`config.mk`:
```
export PLATFORM = sky130hd
export DESIGN_NAME = gray_counter_param_flat
export DESIGN_NICKNAME = d
export VERILOG_FILES = /design/src/rtl/gray_pkg.sv /design/src/rtl/gray_counter_param_if.sv /design/src/rtl/gray_decode.sv /design/src/rtl/gray_counter_param.sv /design/src/flat_wrapper.sv
export SDC_FILE = /design/constraint.sdc
export NUM_CORES = 1
export LEC_CHECK = 0
export ABC_AREA = 1
export BUFFER_PORTS_ARGS = -buffer_cell sky130_fd_sc_hd__buf_2
export CORE_ASPECT_RATIO = 0.6
export CORE_MARGIN = 2
export CORE_UTILIZATION = 35
export CTS_BUF_LIST = sky130_fd_sc_hd__clkbuf_8
export CTS_CLUSTER_DIAMETER = 200
export CTS_CLUSTER_SIZE = 24
export DETAILED_ROUTE_END_ITERATION = 10
export REMOVE_ABC_BUFFERS = 1
export SLEW_MARGIN = 5
export SYNTH_ARGS = -nofsm -noshare
export SYNTH_HDL_FRONTEND = slang
export SYNTH_HIERARCHICAL = 1
export SYNTH_SLANG_ARGS = --single-unit
```
`constraint.sdc`:
```
create_clock -name clk -period 1.8 [get_ports clk]
set_clock_uncertainty 0.05 [all_clocks]
set_input_delay 0 -clock clk [delete_from_list [all_inputs] [get_ports clk]]
set_output_delay 0 -clock clk [all_outputs]
set_load 0.03 [all_outputs]
```
`src/rtl/gray_pkg.sv`:
```
// Shared Gray-code helpers and count-mode type. Conversions run at full
// MAX_WIDTH; callers zero-extend narrower values and truncate the result.
package gray_pkg;

   localparam int unsigned MAX_WIDTH = 16;

   typedef logic [MAX_WIDTH-1:0] word_t;

   typedef enum logic {CNT_WRAP, CNT_SAT} cnt_mode_e;

   function automatic word_t bin2gray(input word_t b);
      return b ^ (b >> 1);
   endfunction

   // Each binary bit is the XOR of its Gray bit and every Gray bit above it
   function automatic word_t gray2bin(input word_t g);
      word_t b;
      b[MAX_WIDTH-1] = g[MAX_WIDTH-1];
      for (int i = MAX_WIDTH - 2; i >= 0; i--) begin
         b[i] = b[i+1] ^ g[i];
      end
      return b;
   endfunction

endpackage

```
`src/rtl/gray_counter_param_if.sv`:
```
// Control and status bundle of the parametrised Gray counter.
interface gray_counter_param_if #(
   parameter int unsigned WIDTH = 4
);
   logic             en;
   logic             up;
   logic             sat_mode;
   logic             load;
   logic [WIDTH-1:0] load_gray;
   logic [WIDTH-1:0] gray_out;
   logic [WIDTH-1:0] bin_out;
   logic             tc;
   logic             wrap;
   logic             load_err;

   modport master (
      output en, up, sat_mode, load, load_gray,
      input  gray_out, bin_out, tc, wrap, load_err
   );

   modport slave (
      input  en, up, sat_mode, load, load_gray,
      output gray_out, bin_out, tc, wrap, load_err
   );
endinterface

```
`src/rtl/gray_decode.sv`:
```
// Combinational Gray-to-binary decoder, shared with the Gray-pointer FIFO.
module gray_decode
   import gray_pkg::*;
#(
   parameter int unsigned WIDTH = 4
) (
   input  logic [WIDTH-1:0] gray,
   output logic [WIDTH-1:0] bin_c
);

   always_comb begin
      bin_c = WIDTH'(gray2bin(MAX_WIDTH'(gray)));
   end

endmodule

```
`src/rtl/gray_counter_param.sv`:
```
// Modulo-MODULUS up/down Gray counter with load, wrap/saturate mode and
// binary view; all outputs registered, one cycle after the sampled controls.
module gray_counter_param
   import gray_pkg::*;
#(
   parameter int unsigned WIDTH   = 4,
   parameter int unsigned MODULUS = 2**WIDTH
) (
   input  logic                 clk,
   input  logic                 reset,
   gray_counter_param_if.slave  bus
);

   localparam int unsigned    MOD_MAX = 32'd1 << WIDTH;
   localparam logic [WIDTH-1:0] LAST  = WIDTH'(MODULUS - 32'd1);

   if (WIDTH < 2 || WIDTH > MAX_WIDTH) begin : g_bad_width
      $error("gray_counter_param: WIDTH %0d outside 2..%0d", WIDTH, MAX_WIDTH);
   end
   if (MODULUS < 2 || MODULUS > MOD_MAX) begin : g_bad_modulus
      $error("gray_counter_param: MODULUS %0d outside 2..%0d", MODULUS, MOD_MAX);
   end

   logic [WIDTH-1:0] load_bin_c;
   logic [WIDTH-1:0] next_bin;
   logic             wrap_nxt;
   logic             err_nxt;
   logic             tc_nxt;
   cnt_mode_e        mode;

   logic [WIDTH-1:0] bin_q;
   logic [WIDTH-1:0] gray_q;
   logic             tc_q;
   logic             wrap_q;
   logic             err_q;

   gray_decode #(.WIDTH(WIDTH)) u_decode (
      .gray  (bus.load_gray),
      .bin_c (load_bin_c)
   );

   assign mode = cnt_mode_e'(bus.sat_mode);

   // Next binary count: load > enable > hold; boundaries compared explicitly
   always_comb begin
      next_bin = bin_q;
      wrap_nxt = 1'b0;
      err_nxt  = 1'b0;
      if (bus.load) begin
         if (32'(load_bin_c) < MODULUS) begin
            next_bin = load_bin_c;
         end else begin
            next_bin = '0;
            err_nxt  = 1'b1;
         end
      end else if (bus.en) begin
         if (bus.up) begin
            if (bin_q != LAST) begin
               next_bin = bin_q + WIDTH'(1);
            end else if (mode == CNT_WRAP) begin
               next_bin = '0;
               wrap_nxt = 1'b1;
            end
         end else begin
            if (bin_q != '0) begin
               next_bin = bin_q - WIDTH'(1);
            end else if (mode == CNT_WRAP) begin
               next_bin = LAST;
               wrap_nxt = 1'b1;
            end
         end
      end
      tc_nxt = bus.up ? (next_bin == LAST) : (next_bin == '0);
   end

   always_ff @(posedge clk) begin
      if (reset) begin
         bin_q  <= '0;
         gray_q <= '0;
         tc_q   <= ~bus.up;
         wrap_q <= 1'b0;
         err_q  <= 1'b0;
      end else begin
         bin_q  <= next_bin;
         gray_q <= WIDTH'(bin2gray(MAX_WIDTH'(next_bin)));
         tc_q   <= tc_nxt;
         wrap_q <= wrap_nxt;
         err_q  <= err_nxt;
      end
   end

   assign bus.bin_out  = bin_q;
   assign bus.gray_out = gray_q;
   assign bus.tc       = tc_q;
   assign bus.wrap     = wrap_q;
   assign bus.load_err = err_q;

endmodule

```
`src/flat_wrapper.sv`:
```
// flat-port wrapper written by rule: the top's interface ports become plain ports
module gray_counter_param_flat import gray_pkg::*;
#(
   parameter int unsigned WIDTH   = 4,
   parameter int unsigned MODULUS = 2**WIDTH
)
  (clk, reset, bus_en, bus_up, bus_sat_mode, bus_load, bus_load_gray, bus_gray_out, bus_bin_out, bus_tc, bus_wrap, bus_load_err);
  gray_counter_param_if #(.WIDTH(WIDTH)) bus_i ();
  input  logic clk;
  input  logic reset;
  input wire logic [$bits(bus_i.en)-1:0] bus_en;
  input wire logic [$bits(bus_i.up)-1:0] bus_up;
  input wire logic [$bits(bus_i.sat_mode)-1:0] bus_sat_mode;
  input wire logic [$bits(bus_i.load)-1:0] bus_load;
  input wire logic [$bits(bus_i.load_gray)-1:0] bus_load_gray;
  output wire logic [$bits(bus_i.gray_out)-1:0] bus_gray_out;
  output wire logic [$bits(bus_i.bin_out)-1:0] bus_bin_out;
  output wire logic [$bits(bus_i.tc)-1:0] bus_tc;
  output wire logic [$bits(bus_i.wrap)-1:0] bus_wrap;
  output wire logic [$bits(bus_i.load_err)-1:0] bus_load_err;
  assign bus_i.en = bus_en;
  assign bus_i.up = bus_up;
  assign bus_i.sat_mode = bus_sat_mode;
  assign bus_i.load = bus_load;
  assign bus_i.load_gray = bus_load_gray;
  assign bus_gray_out = bus_i.gray_out;
  assign bus_bin_out = bus_i.bin_out;
  assign bus_tc = bus_i.tc;
  assign bus_wrap = bus_i.wrap;
  assign bus_load_err = bus_i.load_err;
  gray_counter_param #(.WIDTH(WIDTH), .MODULUS(MODULUS)) u_core (.clk(clk), .reset(reset), .bus(bus_i));
endmodule
```
==> results.txt <==
----------------------------------------------------
[Global route]
  Global Route Usage Sum ... 0.163
  Number of antenna violations at the first check in global routing ... 0
  Global-route wire length before repair ... 3480 µm
  Via count of the first global-routing pass ... 818
  Global routing met3 resource utilization ... 0.0488
  Pin count of the biggest net entering global routing ... 10
  Global route total overflow ... 0
  Global routing usage on met2 ... 0.252
  Met1 track demand over resource ... 0.228
  Most Used Layer, Global Route ... met2

[Synthesis]
  Share of Yosys cell area claimed by the top area cell type ... 0.221
  Area contributors post-synth ... dfxtp_1, nand2_1, nand3_2
  Synth Instances ... 134
  Avg Synthesized Cell Area ... 6.10 µm²
  Yosys cell types ... 22
  Flip-flop and latch count after synthesis ... 9
  Netlist area before placement ... 817 µm²
  Largest area contributor in the netlist ... dfxtp_1
  Synth Warn # ... 6
  Sequential share of the synthesized area ... 0.221

[Timing]
  Endpoints failing setup ... 0
  PnR worst setup slack ... 0.0912 ns
  Ratio of final minimum period to clock period ... 0.949
  Endpoints failing hold ... 0
  Minimum clock period ... 1.71 ns
  Number of slew-limit violations in the final report ... 0
  Achievable Freq ... 585 MHz
  Hold slack final ... 0.0780 ns

[Floorplan]
  Die height ... 41.4 µm
  Core region area ... 0.00218 mm²
  Initial core utilization ... 0.375
  Standard-cell rows ... 13
  Area of the die ... 0.00275 mm²
  Number of top-level design ports ... 21
  Horizontal die dimension ... 66.4 µm

[Critical path]
  Critical path class ... flip-flop to flip-flop
  Crit-path cells ... inv_2 -> ha_4 -> buf_4 -> nand3_1 -> nand4_1 -> nand3_2 -> nand2_1 -> ha_2 -> nand3_1 -> nor2_1 -> nor2_1 -> nor2_1
  Data arrival time of the worst path ... 1.79 ns
  Sum of buffers and inverters on the critical path ... 2
  Required time at the endpoint of the critical path ... 1.88 ns
  Worst path slowest cell ... dfxtp_4
  Critical Path Start Type ... flip-flop
  Most frequent cell on the critical path ... nor2_1
  Endpoint kind of the worst setup timing path ... flip-flop
  Worst stage delay on the critical path ... 0.38 ns
  Family with the most delay on the worst path ... simple AND/OR/NAND/NOR gates
  Critical path fanouts, max ... 5

[Placement]
  Dpl ws ... -0.0675 ns
  Routability congestion estimate from global placement ... 0.892
  Number of cells after detailed placement ... 187
  HPWL after detailed placement ... 1670 µm
  Port buffer count ... 19

[Clock network]
  Clock-pin transition on the worst setup and hold timing paths ... 0.05 ns
  Insertion delay to the later sink of the worst-skew pair ... 0.23 ns
  Number of clock sinks seen by CTS ... 9
  Cell at the root of the clock tree ... clkbuf_8
  Maximum clock path buffer count ... 2
  Clock buffer count from CTS ... 3
  TritonCTS clock tree ... yes
  Deepest level of the CTS H-tree ... 1

[Outcome]
  Status ... finished clean

[Cells and area]
  Filler-free cell count of the finished design ... 193
  Total Nets Final ... 177
  Syn-to-layout area delta ... 32.9%
  Fraction of layout instances using a drive strength above 1 ... 0.380
  Antenna fix cells ... 0
  Most used cells in the layout excluding fill and tap cells ... nand2_1, buf_2, nor2_1
  Leading cell type in the layout, fill and taps excluded ... nand2_1
  Post-Route Utilization ... 0.498

[Power and ir drop]
  Power per cell area ... 711 mW/mm²
  Maximum vdd drop ... 0.000238 V
  Power consumption ... 773 µW
  Leak pwr ... 0.000578 µW

[Job]
  Number of max-cap violations ... 0

[Drt]
  Number of nets with antenna violations after detailed routing ... 0
  Drt first pass iters ... 4
  Violation count after the first detailed-routing iteration ... 83
  Routed WL per cell ... 10.8 µm
  DR DRC count ... 0
  Total length of routed wires ... 2080 µm
  Via density ... 4.78
  Via count ... 922

[Hold path]
  Type of the tightest min-delay check ... input pin to flip-flop

----------------------------------------------------
[logic make-up (layout without fill, tap and decap cells)]
kind of cell / count (synthesis) / count (layout) / share of synthesized area
other: 1 / 1 / 0.00459
and+or+nand+nor: 86 / 86 / 0.513
DFF: 9 / 9 / 0.221
adders and majority gates: 3 / 3 / 0.0459
AOI/OAI and AO/OA: 13 / 13 / 0.101
buffers and inverters: 22 / 51 / 0.115
[metrics by stage]
step                      TNS (ns)  area [µm²]
after floorplan             -0.480         795
after global placement     -0.0359         980
after detailed placement   -0.0675         980
after CTS                        0        1040
after global routing      -0.00290        1090
final                            0        1090
[flip-flops by register name, indices dropped and copies added, names as in the netlist]
signal               count
u_core/bus.bin_out       4
u_core/bus.gray_out      3
u_core/bus.tc            1
u_core/bus.wrap          1
[cell type report]
cell class	instances	area, µm²
Clock buffer	3	41.3
Inverter	19	73.8
Fill cell	229	1090
Timing Repair Buffer	28	165
Sequential cell	9	190
Tap cell	30	37.5
Clock inverter	1	5.00
Multi-Input combinational cell	103	573
[per-layer routing]
metal | vias to the layer above | wire length (µm)
li1 | 483 | -
met1 | 401 | 1020
met2 | 36 | 892
met3 | 2 | 168
met4 | 0 | 2
met5 | - | 0
[synthesized netlist by cell type]
library cell  number
nor2_2             1
inv_1             16
nand3_2            8
clkinv_1           1
a21oi_2            1
a21boi_4           1
o21ai_0            4
ha_1               3
or2_2              2
conb_1             1
buf_4              3
nand2_1           38
nand2_2            3
nor2_1            17
o21ai_1            2
a21oi_1            5
or2_0              1
dfxtp_1            9
inv_2              2
nand2_4            1
nand4_1            2
nand3_1           13
[tightest hold or removal path, cell delays in order]
cell     delay (ns)
buf_2          0.14
nand2_1        0.07
nand3_1        0.06
a21oi_1        0.04
[power by group]
part           internal (µW)  switching (µW)
clock                    151            82.1
sequential               220            20.0
combinational            113             187
total                    484             289
[worst paths after layout]
kind | startpoint | endpoint | slack, ns | cells after the start
setup / recovery | u_core/bus.bin_out[0]$_SDFF_PP0_ | u_core/bus.tc$_DFF_P_ | 0.09 | 12
setup reg to reg | u_core/bus.bin_out[0]$_SDFF_PP0_ | u_core/bus.tc$_DFF_P_ | 0.09 | 12
hold / removal | bus_up | u_core/bus.wrap$_SDFF_PP0_ | 0.08 | 4
hold reg to reg | u_core/bus.bin_out[0]$_SDFF_PP0_ | u_core/bus.bin_out[0]$_SDFF_PP0_ | 0.65 | 4
[what timing repair did]
item | CTS | global route
pin swaps | 0 | 5
buffers inserted | 0 | 1
endpoints found under the hold margin | 4 | 0
resized for setup | 3 | 14
hold buffers | 1 | 0
endpoints found under the setup margin | 1 | 2
(Power assumes the default switching activity.)
